`config.mk`:
```
export PLATFORM = sky130hd
export DESIGN_NAME = id_ex_reg
export DESIGN_NICKNAME = d
export VERILOG_FILES = /design/src/rtl/riscv_pkg.sv /design/src/rtl/fwd_decode.sv /design/src/rtl/id_ex_reg.sv
export SDC_FILE = /design/constraint.sdc
export NUM_CORES = 1
export LEC_CHECK = 0
export ABC_AREA = 1
export CORE_AREA = 3 3 88 173
export DETAILED_ROUTE_END_ITERATION = 10
export DIE_AREA = 0 0 91 176
export GPL_TIMING_DRIVEN = 0
export PLACE_DENSITY = 0.89
export SETUP_SLACK_MARGIN = 0.02
export SKIP_CTS_REPAIR_TIMING = 1
export SYNTH_ARGS = -nofsm -noshare
export SYNTH_HDL_FRONTEND = slang
export SYNTH_SLANG_ARGS = --single-unit
```
`constraint.sdc`:
```
create_clock -name clk -period 3.1 [get_ports clk]
set_input_delay 0.62 -clock clk [delete_from_list [all_inputs] [get_ports clk]]
set_output_delay 0.62 -clock clk [all_outputs]
set_load 0.03 [all_outputs]
```
`src/rtl/riscv_pkg.sv`:
```
// Shared pipeline definitions: forwarding selects, hazard code bit positions,
// bubble opcode and the ID/EX stall FSM state type.
package riscv_pkg;

    localparam logic [1:0] FWD_REGFILE = 2'b00;
    localparam logic [1:0] FWD_EXMEM   = 2'b01;
    localparam logic [1:0] FWD_MEMWB   = 2'b10;

    localparam int HZ_SRC1 = 0;
    localparam int HZ_SRC2 = 1;
    localparam int HZ_LOAD = 2;

    localparam logic [6:0] OP_BUBBLE = 7'd0;

    typedef enum logic {
        ST_RUN   = 1'b0,
        ST_STALL = 1'b1
    } state_t;

endpackage

```
`src/rtl/fwd_decode.sv`:
```
// Maps the two hazard codes onto per-operand forwarding selects;
// distance 1 (EX/MEM) wins over distance 2 (MEM/WB).
module fwd_decode
    import riscv_pkg::*;
(
    input  logic       is_hazard1,
    input  logic [2:0] hazard_reg1,
    input  logic       is_hazard2,
    input  logic [2:0] hazard_reg2,
    output logic [1:0] fwd_sel1,
    output logic [1:0] fwd_sel2
);

    // The load flag only matters for stalling, which the parent handles.
    logic unused_load_bits;
    assign unused_load_bits = &{1'b0, hazard_reg1[HZ_LOAD], hazard_reg2[HZ_LOAD]};

    always_comb begin
        fwd_sel1 = FWD_REGFILE;
        if (is_hazard1 && hazard_reg1[HZ_SRC1])
            fwd_sel1 = FWD_EXMEM;
        else if (is_hazard2 && hazard_reg2[HZ_SRC1])
            fwd_sel1 = FWD_MEMWB;
    end

    always_comb begin
        fwd_sel2 = FWD_REGFILE;
        if (is_hazard1 && hazard_reg1[HZ_SRC2])
            fwd_sel2 = FWD_EXMEM;
        else if (is_hazard2 && hazard_reg2[HZ_SRC2])
            fwd_sel2 = FWD_MEMWB;
    end

endmodule

```
`src/rtl/id_ex_reg.sv`:
```
// ID/EX pipeline register with one-cycle load-use stall, flush and forwarding selects.
// state | meaning: RUN = normal capture, load-use may stall | STALL = bubble issued, capture held ID next
module id_ex_reg
    import riscv_pkg::*;
#(
    parameter int XLEN  = 32,
    parameter int CNT_W = 16
) (
    input  logic             clk,
    input  logic             rst_n,
    input  logic             id_valid,
    input  logic [6:0]       id_op,
    input  logic [4:0]       id_rd,
    input  logic [XLEN-1:0]  id_rs1_data,
    input  logic [XLEN-1:0]  id_rs2_data,
    input  logic [XLEN-1:0]  id_imm,
    input  logic [XLEN-1:0]  id_pc,
    input  logic             is_hazard1,
    input  logic [2:0]       hazard_reg1,
    input  logic             is_hazard2,
    input  logic [2:0]       hazard_reg2,
    input  logic             flush,
    output logic             stall,
    output logic             ex_valid,
    output logic [6:0]       ex_op,
    output logic [4:0]       ex_rd,
    output logic [XLEN-1:0]  ex_src1,
    output logic [XLEN-1:0]  ex_src2,
    output logic [XLEN-1:0]  ex_imm,
    output logic [XLEN-1:0]  ex_pc,
    output logic [1:0]       ex_fwd_sel1,
    output logic [1:0]       ex_fwd_sel2,
    output logic [CNT_W-1:0] stall_count
);

    state_t     state, state_nxt;
    logic       load_use;
    logic [1:0] fwd_sel1, fwd_sel2;

    assign load_use = id_valid && is_hazard1 && hazard_reg1[HZ_LOAD];

    fwd_decode u_fwd_decode (
        .is_hazard1  (is_hazard1),
        .hazard_reg1 (hazard_reg1),
        .is_hazard2  (is_hazard2),
        .hazard_reg2 (hazard_reg2),
        .fwd_sel1    (fwd_sel1),
        .fwd_sel2    (fwd_sel2)
    );

    always_ff @(posedge clk or negedge rst_n) begin
        if (!rst_n)
            state <= ST_RUN;
        else
            state <= state_nxt;
    end

    always_comb begin
        state_nxt = ST_RUN;
        if (!flush && state == ST_RUN && load_use)
            state_nxt = ST_STALL;
    end

    // Gated by rst_n so the upstream freeze never sees a stall during reset.
    always_comb begin
        stall = rst_n && (state == ST_RUN) && load_use && !flush;
    end

    always_ff @(posedge clk or negedge rst_n) begin
        if (!rst_n) begin
            ex_valid    <= 1'b0;
            ex_op       <= '0;
            ex_rd       <= '0;
            ex_src1     <= '0;
            ex_src2     <= '0;
            ex_imm      <= '0;
            ex_pc       <= '0;
            ex_fwd_sel1 <= FWD_REGFILE;
            ex_fwd_sel2 <= FWD_REGFILE;
        end else if (flush || stall || !id_valid) begin
            ex_valid    <= 1'b0;
            ex_op       <= OP_BUBBLE;
            ex_rd       <= '0;
            ex_src1     <= '0;
            ex_src2     <= '0;
            ex_imm      <= '0;
            ex_pc       <= '0;
            ex_fwd_sel1 <= FWD_REGFILE;
            ex_fwd_sel2 <= FWD_REGFILE;
        end else begin
            ex_valid    <= 1'b1;
            ex_op       <= id_op;
            ex_rd       <= id_rd;
            ex_src1     <= id_rs1_data;
            ex_src2     <= id_rs2_data;
            ex_imm      <= id_imm;
            ex_pc       <= id_pc;
            ex_fwd_sel1 <= fwd_sel1;
            ex_fwd_sel2 <= fwd_sel2;
        end
    end

    always_ff @(posedge clk or negedge rst_n) begin
        if (!rst_n)
            stall_count <= '0;
        else if (stall && stall_count != {CNT_W{1'b1}})
            stall_count <= stall_count + 1'b1;
    end

endmodule

```
==> metrics, run 1 <==
P_leak=0.005066 uW; Mapped Area=0.005821 sq mm; placed wire-length estimate=13.60 mm; critical path data required time=2.48 ns; IO Count=314; Worst R2R End=stall_count[0]; PortBufs=312; register area share after synthesis=0.6965; Core Rows=61; worst-path fanout max=67; CTS Buf Count=17; Final setup viols=0; synth unique cells=20; die height=176 microns; Horiz. Die Dim=91 microns; Hold Violations, Final=0; switch share=0.2687; DRT Pass-1 Iters=6; Reg power frac=0.444; vias in the first global route=5,192; Multi-input gate area=0.001099 sq mm; met1 Use GR=0.2257; status=finished clean; critical path startpoint=rst_n; via count=4,859; share of cells above drive strength 1=0.05274; Filler cells=1,050; r2r setup slk=1.46 ns; Synth Net Count=755; CP arrival=2.29 ns; Comb power frac=0.162; Longest Clk Path Bufs=2; Die ar.=0.01602 sq mm; Final Skew=0.01056 ns; worst skew pair latency=0.41 ns; root buffer cell=clkbuf_16; WL final=17.33 mm; routability congestion estimate=0.8480; largest net degree at the start of global routing=98; Internal Power=3726 uW; P&R area growth vs syn=68.90%; overall routing resource usage=0.2189; Avg Cell Area, Syn=9.669 sq um; CTS tree=yes; Max-cap violations=0; CP endpoint kind=output port; clk slew on worst S/H paths=0.07 ns; final cell count without fillers=1,137; yosys warns=0; clock share of power=0.394; reg2reg start=stall_count[0]; final worst path period need=2.906 ns; Worst Hold Slack=0.05863 ns; peak supply drop=0.4631 mV; antenna-violating nets left=0; drt drc=0; Final Cell Area=0.009831 sq mm; RSZ-0062 raised after global routing=no; Hold Path Class=in -> async; Fmax=0.3442 GHz; ANT cells=0; startpoint types=input pin; Worst slew margin=0.6472; CTS Sinks=162; pwr/cell area=518.3 mW/mm^2; dpl cells=1,104; Worst Max-Slew Pin Slew=0.5292 ns; initial antenna violation count=1; core area=0.01404 sq mm; switching power=1369 uW; critical path class=in -> out; GRT met3 Usage=0.07164; FF+latch area=0.004054 sq mm; Seq cells post-synth=162; global-route wire length before repair=26.77 mm; Initial Util=0.4145; GR met2 Demand/Resource=0.3980; cells after synthesis=602; GRT busiest layer=met2; initial drt markers=175; final cycle utilization of the critical path=0.9373; total grt overflow=0; dpl cell area=0.009209 sq mm; FF-to-FF path depth=9; WL/cell=15.24 microns; CTS H-tree lvls=4; via/cell ratio=4.274; final number of max-transition violations=0; nets=1,088
[power groups by stage]
| stage | logic (uW) | clock network (uW) | registers, uW |
|---|---|---|---|
| after floorplan | 140 | 0 | 2490 |
| after global placement | 802 | 0 | 2300 |
| after detailed placement | 824 | 0 | 2300 |
| after CTS | 829 | 2070 | 2260 |
| after global routing | 889 | 2170 | 2270 |
| final | 825 | 2010 | 2260 |
[state kept, by name (all words and copies together) (netlist names), 2 cells and up]
| signal | flops |
|---|---|
| ex_imm | 32 |
| ex_pc | 32 |
| ex_src1 | 32 |
| ex_src2 | 32 |
| stall_count | 16 |
| ex_op | 7 |
| ex_rd | 5 |
| ex_fwd_sel1 | 2 |
| ex_fwd_sel2 | 2 |
[routing by layer]
metal | up-vias | wire, microns
li1 | 2344 | -
met1 | 2257 | 5753
met2 | 219 | 9624
met3 | 37 | 1304
met4 | 2 | 634
met5 | - | 9
[worst max-delay path, cell delays in order]
cell,delay (ns)
buf_16,0.21
buf_16,0.30
nand4_1,0.21
inv_1,0.11
nand2_2,0.08
inv_1,0.06
clkdlybuf4s50_1,0.68
[worst max-delay path by stage]
| stage | endpoint | slack [ns] | depth (start not counted) |
|---|---|---|---|
| floorplan | stall | 1.37 | 4 |
| global placement | stall | -5.56 | 6 |
| detailed placement | stall | -0.38 | 7 |
| CTS | stall | -0.38 | 7 |
| global route | stall | 0.03 | 7 |
| finish | stall | 0.19 | 7 |
[cell usage after synthesis]
cell type | number | share of area
nor3_1 | 1 | 0.00086
buf_2 | 6 | 0.0052
nor2_1 | 158 | 0.10
nand2_2 | 2 | 0.0021
nor2_4 | 2 | 0.0039
nor2_2 | 1 | 0.0011
nand4_1 | 3 | 0.0032
inv_2 | 2 | 0.0013
ha_1 | 1 | 0.0021
a21oi_1 | 1 | 0.00086
nand3b_1 | 2 | 0.0026
buf_6 | 1 | 0.0019
xor2_1 | 5 | 0.0075
buf_1 | 9 | 0.0058
nand3_2 | 1 | 0.0017
dfrtp_1 | 162 | 0.70
nand3_1 | 8 | 0.0069
nand2_1 | 73 | 0.047
o21ai_0 | 8 | 0.0069
inv_1 | 156 | 0.10
[cell families (layout without fill, tap and decap cells)]
logic type,Yosys count,count (layout),share of synthesized area
simple gates,251,251,0.1713
buf+inv,174,520,0.1148
flops,162,162,0.6965
compound gates,9,9,0.007738
xor+xnor,5,5,0.007523
fa+ha+maj,1,1,0.002149
[cell type report]
| type | instances | share of cell area |
|---|---|---|
| well taps | 189 | 0.02405 |
| clock buffers | 17 | 0.04327 |
| plain buffers | 16 | 0.007637 |
| multi-input cells | 266 | 0.1117 |
| clock inverters | 15 | 0.01578 |
| repair buffers | 314 | 0.3248 |
| inverters | 158 | 0.06033 |
| flip-flops and latches | 162 | 0.4124 |
[placed cells by master (no fill, tap or decap)]
cell             Yosys  layout
clkdlybuf4s50_1      0     311
dfrtp_1            162     162
nor2_1             158     158
inv_1              156     156
nand2_1             73      73
clkbuf_16            0      18
buf_1                9       9
nand3_1              8       8
o21ai_0              8       8
buf_2                6       6
xor2_1               5       5
nand4_1              3       3
clkinv_2             0       3
clkinvlp_4           0       3
inv_6                0       3
nand2_2              2       2
inv_2                2       2
nor2_4               2       2
nand3b_1             2       2
clkinv_4             0       2
clkinv_8             0       2
buf_16               0       2
nor3_1               1       1
nand3_2              1       1
nor2_2               1       1
buf_6                1       1
a21oi_1              1       1
ha_1                 1       1
bufinv_16            0       1
inv_8                0       1
[metrics by stage]
stage / util / total power, uW / worst slack, ns / setup TNS, ns
CTS: 0.6971 / 5155 / -0.3812 / -0.3812
detailed placement: 0.6557 / 3124 / -0.3781 / -0.3781
global placement: 0.6537 / 3098 / -5.563 / -1636.82
floorplan: - / 2632 / 1.368 / 0
global route: 0.7000 / 5325 / 0.02501 / 0
finish: 0.7000 / 5095 / 0.1943 / 0
Power figures use the tool's default switching activity.
==> run 2, diff against run 1 <==
--- a/config.mk
+++ b/config.mk
@@ -6,6 +6,7 @@
 export NUM_CORES = 1
 export LEC_CHECK = 0
 export ABC_AREA = 1
+export CAP_MARGIN = 20
 export CORE_AREA = 3 3 88 173
 export DETAILED_ROUTE_END_ITERATION = 10
 export DIE_AREA = 0 0 91 176
==> constraint.sdc (replaced) <==
create_clock -name clk -period 3.6 [get_ports clk]
set_input_delay 0.72 -clock clk [delete_from_list [all_inputs] [get_ports clk]]
set_output_delay 0.72 -clock clk [all_outputs]
set_load 0.03 [all_outputs]
==> run 2 against run 1 <==
  * Power down 14%
  * First-iteration DRC count down 7.4%
  * Clock skew down 0.0013 ns
  * Register-to-register slack better by 0.50 ns
  * Combinational power down 15%
  * Critical path type unchanged
  * Critical endpoint unchanged
  * Non-clock buffer count down 1
  * Largest cell class unchanged
  * Clock power down 14%
==> metrics, run 2 (synthesis results as in run 1) <==
largest net degree at the start of global routing=98 (unchanged); initial drt markers=162 (-7.4%); drt drc=0 (unchanged); most frequent cells in the layout=311 x clkdlybuf4s50_1, 162 x dfrtp_1, 158 x nor2_1; overall routing resource usage=0.2189 (unchanged); P&R area growth vs syn=68.34%; CTS H-tree lvls=4 (unchanged); via count=4,823 (-0.74%); clock share of power=0.395 (about the same); critical path data required time=2.88 ns (+0.40 ns); routability congestion estimate=0.8480 (unchanged); commonest non-fill, non-tap cell in the layout=clkdlybuf4s50_1; critical path startpoint=rst_n; initial antenna violation count=1 (unchanged); core area=0.01404 sq mm (unchanged); Horiz. Die Dim=91 microns (unchanged); IO Count=314 (unchanged); vias in the first global route=5,192 (unchanged); worst setup margin=0.2918 ns (+0.09743 ns); final cycle utilization of the critical path=0.9190; PortBufs=312 (unchanged); Longest Clk Path Bufs=2 (unchanged); root buffer cell=clkbuf_16; Worst slew margin=0.6533 (+0.006115); WL final=17.12 mm (-1.2%); Hold Path Class=in -> async; Comb power frac=0.161 (about the same); CTS tree=yes; ANT cells=0 (unchanged); Place WS=-0.07812 ns (+0.3000 ns); Initial Util=0.4145 (unchanged); Max-cap violations=0 (unchanged); peak supply drop=0.3994 mV (-14%); nets=1,087 (-0.092%); Final setup viols=0 (unchanged); Hold Violations, Final=0 (unchanged); worst skew pair latency=0.41 ns (about the same); Fmax=0.3023 GHz; die height=176 microns (unchanged); worst-path fanout max=97 (+45%); clk slew on worst S/H paths=0.07 ns (about the same); pwr/cell area=447.4 mW/mm^2 (-14%); placed wire-length estimate=13.60 mm (unchanged); final number of max-transition violations=0 (unchanged); CP endpoint kind=output port; RSZ-0062 raised after global routing=no; status=finished clean; via/cell ratio=4.246 (-0.65%); dpl cell area=0.009209 sq mm (unchanged); Internal Power=3205 uW (-14%); startpoint types=input pin; CTS Buf Count=17 (unchanged); final worst path period need=3.308 ns; WL/cell=15.07 microns (-1.1%); DRT Pass-1 Iters=6 (unchanged); Final Cell Area=0.009798 sq mm (-0.33%); Die ar.=0.01602 sq mm (unchanged); Final Skew=0.009302 ns (-0.001259 ns); r2r setup slk=1.96 ns (+0.50 ns); antenna-violating nets left=0 (unchanged); Core Rows=61 (unchanged); Worst Max-Slew Pin Slew=0.5201 ns (-0.009172 ns); share of cells above drive strength 1=0.05174 (-0.001000); CTS Sinks=162 (unchanged); P_leak=0.005050 uW (-0.31%); total grt overflow=0 (unchanged); switching power=1179 uW (-14%); global-route wire length before repair=26.77 mm (unchanged); reg2reg start=stall_count[0]; CP arrival=2.59 ns (+0.30 ns); Reg power frac=0.444 (about the same); critical path class=in -> out; switch share=0.2689 (about the same)
run 2: changes by cell type in the layout (fill, tap and decap cells not counted), sizes merged:
cell | previous run | this run
clkbuf | 18 | 17
run 2: layout make-up:
class                   instances  area [sq um]
flip-flops and latches        162          4054
multi-input cells             266          1099
well taps                     189         236.5
plain buffers                  16         75.07
repair buffers                313          3161
inverters                     158         593.1
fillers                      1053          4245
clock inverters                15         155.1
clock buffers                  17         425.4
run 2: worst paths after layout:
check,endpoint,cells after the start
max,stall,7
min,ex_src1[4],1
max reg2reg,stall_count[0],9
min reg2reg,state,1
max in group asynchronous,ex_src2[28],2
min in group clk,state,1
run 2: worst max-delay path: stages:
cell	delay, ns
buf_12	0.38
buf_16	0.33
nand4_1	0.21
inv_1	0.11
nand2_2	0.08
inv_1	0.06
clkdlybuf4s50_1	0.68
run 2: stage by stage:
| step | total power [uW] | cells | utilization | hold WS [ns] | setup TNS (ns) |
|---|---|---|---|---|---|
| final | 4384 | 1136 | 0.6977 | 0.2457 | 0 |
| after global routing | 4579 | 1136 | 0.6977 | 0.2567 | 0 |
| after CTS | 4439 | 1136 | 0.6971 | 0.4133 | -0.08120 |
| after detailed placement | 2690 | 1104 | 0.6557 | 0.4289 | -0.07812 |
| after global placement | 2668 | 1103 | 0.6537 | 0.4202 | -1507.32 |
| after floorplan | 2266 | 602 | - | 0.4085 | 0 |
run 2: power groups by stage:
stage	combinational [uW]	sequential (uW)	clock, uW
floorplan	121	2150	0
global placement	690	1980	0
detailed placement	710	1980	0
CTS	714	1950	1780
global route	760	1950	1870
finish	705	1950	1730
run 2: routing by layer:
layer	vias to the layer above	wire length, microns	global-route usage
met5	-	9	0
met4	2	646	0.09761
met3	37	1277	0.07164
met2	208	9507	0.3980
met1	2234	5678	0.2257
li1	2342	-	-
==> run 3, diff against run 2 <==
--- a/config.mk
+++ b/config.mk
@@ -11,7 +11,8 @@
 export DETAILED_ROUTE_END_ITERATION = 10
 export DIE_AREA = 0 0 91 176
 export GPL_TIMING_DRIVEN = 0
-export PLACE_DENSITY = 0.89
+export PLACE_DENSITY = 0.84
+export REMOVE_ABC_BUFFERS = 1
 export SETUP_SLACK_MARGIN = 0.02
 export SKIP_CTS_REPAIR_TIMING = 1
 export SYNTH_ARGS = -nofsm -noshare
==> run 3 against run 2 <==
  * Cell count shrank 1.3%
  * Cell area about the same
  * Global-route usage decreased by 0.60 points
  * Wire length is 2.9% lower
  * Die area stayed put
  * Power grew 3.1%
  * Fmax is 0.23% lower
  * Critical path depth unchanged
  * First-iteration DRC count up 2.5%
  * Hold slack lost 0.063 ns
  * Clock skew is 0.0071 ns higher
  * Setup slack worse by 0.0078 ns
  * Critical path type unchanged
  * Largest power group unchanged
==> metrics, run 3 (synthesis results as in run 1) <==
status=finished clean; Fmax=0.3016 GHz (-0.23%); vias in the first global route=5,090 (-2.0%); pwr/cell area=461.5 mW/mm^2 (+3.1%); Worst slew margin=0.4000 (-0.2533); startpoint types=input pin; Horiz. Die Dim=91 microns (unchanged); CP endpoint kind=output port; PortBufs=312 (unchanged); routability congestion estimate=0.8218 (-3.1%); WL/cell=14.83 microns (-1.6%); Cell Chain, Critical Path=buf_12 -> buf_16 -> nand4_1 -> inv_1 -> nand2_2 -> inv_1 -> clkdlybuf4s50_1; Final Core Density=0.6971 (about the same); via/cell ratio=4.254 (+0.20%); initial drt markers=166 (+2.5%); peak supply drop=0.2839 mV (-29%); Final TNS setup=0 ns (unchanged); global-route wire length before repair=26.35 mm (-1.6%); Longest Clk Path Bufs=2 (unchanged); CP bufs+invs=5 (unchanged); final cell count without fillers=1,121 (-1.3%); DR WL met2=9.229 mm (-2.9%); Hold Path Class=in -> async; placed wire-length estimate=12.26 mm (-9.9%); Core Rows=61 (unchanged); CTS Buf Count=17 (unchanged); WL final=16.63 mm (-2.9%); critical path class=in -> out; IO Count=314 (unchanged); cell mode on critical path=inv_1; dpl cells=1,088 (-1.4%); critical path data required time=2.88 ns (about the same); Top Family by Delay on Critical Path=buffers and inverters; most frequent cells in the layout=311 x clkdlybuf4s50_1, 162 x dfrtp_1, 158 x nor2_1; P&R area growth vs syn=68.19% (about the same); CP arrival=2.60 ns (about the same); CTS H-tree lvls=4 (unchanged); final number of max-transition violations=0 (unchanged); max incr delay on CP=0.66 ns (-0.02 ns); RSZ-0062 raised after global routing=no; root buffer cell=clkbuf_16; Final setup viols=0 (unchanged); worst-path fanout max=65 (-33%); die height=176 microns (unchanged); core area=0.01404 sq mm (unchanged); Place WS=-0.1154 ns (-0.03727 ns); commonest non-fill, non-tap cell in the layout=clkdlybuf4s50_1; CTS tree=yes; Die ar.=0.01602 sq mm (unchanged); Hold Violations, Final=0 (unchanged); CTS Sinks=162 (unchanged); Critical Path Stages=7 (unchanged); worst setup margin=0.2840 ns (-0.007763 ns); share of cells above drive strength 1=0.04614 (-0.005605); overall routing resource usage=0.2129 (-0.005990); final cycle utilization of the critical path=0.9211 (+0.002156); metal3 WL=1.166 mm (-8.7%); nets=1,072 (-1.4%); top routing layer used=met4; P_leak=0.005056 uW (+0.12%); initial antenna violation count=0 (-1); Initial Util=0.4145 (unchanged); final worst path period need=3.316 ns (+0.007763 ns); drt drc=0 (unchanged); Worst Max-Slew Pin Slew=0.9001 ns (+0.3800 ns); DRT met1 WL=5.327 mm (-6.2%); Max-cap violations=0 (unchanged); DRT Pass-1 Iters=5 (-1); FF-to-FF path depth=9 (unchanged); Total Power=4518 uW (+3.1%); total grt overflow=0 (unchanged); Filler cells=1,040 (-1.2%); ANT cells=0 (unchanged); clk slew on worst S/H paths=0.07 ns (about the same); via count=4,769 (-1.1%); Final Skew=0.01644 ns (+0.007141 ns); antenna-violating nets left=0 (unchanged); largest net degree at the start of global routing=146 (+49%); slowest CP cell=clkdlybuf4s50_1; worst skew pair latency=0.41 ns (about the same)
-- run 3: power by group --
group	internal (uW)	total (uW)	switching, uW
clock network	1060	1870	811
logic	331	698	367
registers	1900	1950	45.6
-- run 3: area by class of cell --
class                           instances  area, sq um  share of cell area
Sequential cell                       162         4054              0.4141
Timing Repair Buffer                  314         3186              0.3254
Multi-Input combinational cell        266         1112              0.1136
Inverter                              158        593.1             0.06058
Clock buffer                           17        425.4             0.04346
Tap cell                              189        236.5             0.02416
Clock inverter                         15        182.7             0.01866
-- run 3: path summary, 6_finish.rpt --
check	start	to	slack [ns]
worst max-delay path	rst_n	stall	0.28
worst min-delay path	rst_n	ex_op[4]	0.18
worst max register to register	stall_count[0]	stall_count[15]	1.76
worst min register to register	state	state	0.44
max in group asynchronous	rst_n	stall_count[1]	2.75
min in group clk	state	state	0.44
-- run 3: layer usage --
layer / track usage / up-vias
met3: 0.06013 / 47
met5: 0 / -
met1: 0.2160 / 2190
met2: 0.3860 / 206
met4: 0.1190 / 0
li1: - / 2326
-- run 3: metrics by stage --
stage | hold slack, ns | instance area, sq um
6_report | 0.1830 | 9789
4_1_cts | 0.2406 | 9759
2_1_floorplan | 0.4085 | 5746
3_3_place_gp | 0.4164 | 9105
5_1_grt | 0.1991 | 9789
3_5_place_dp | 0.4272 | 9151
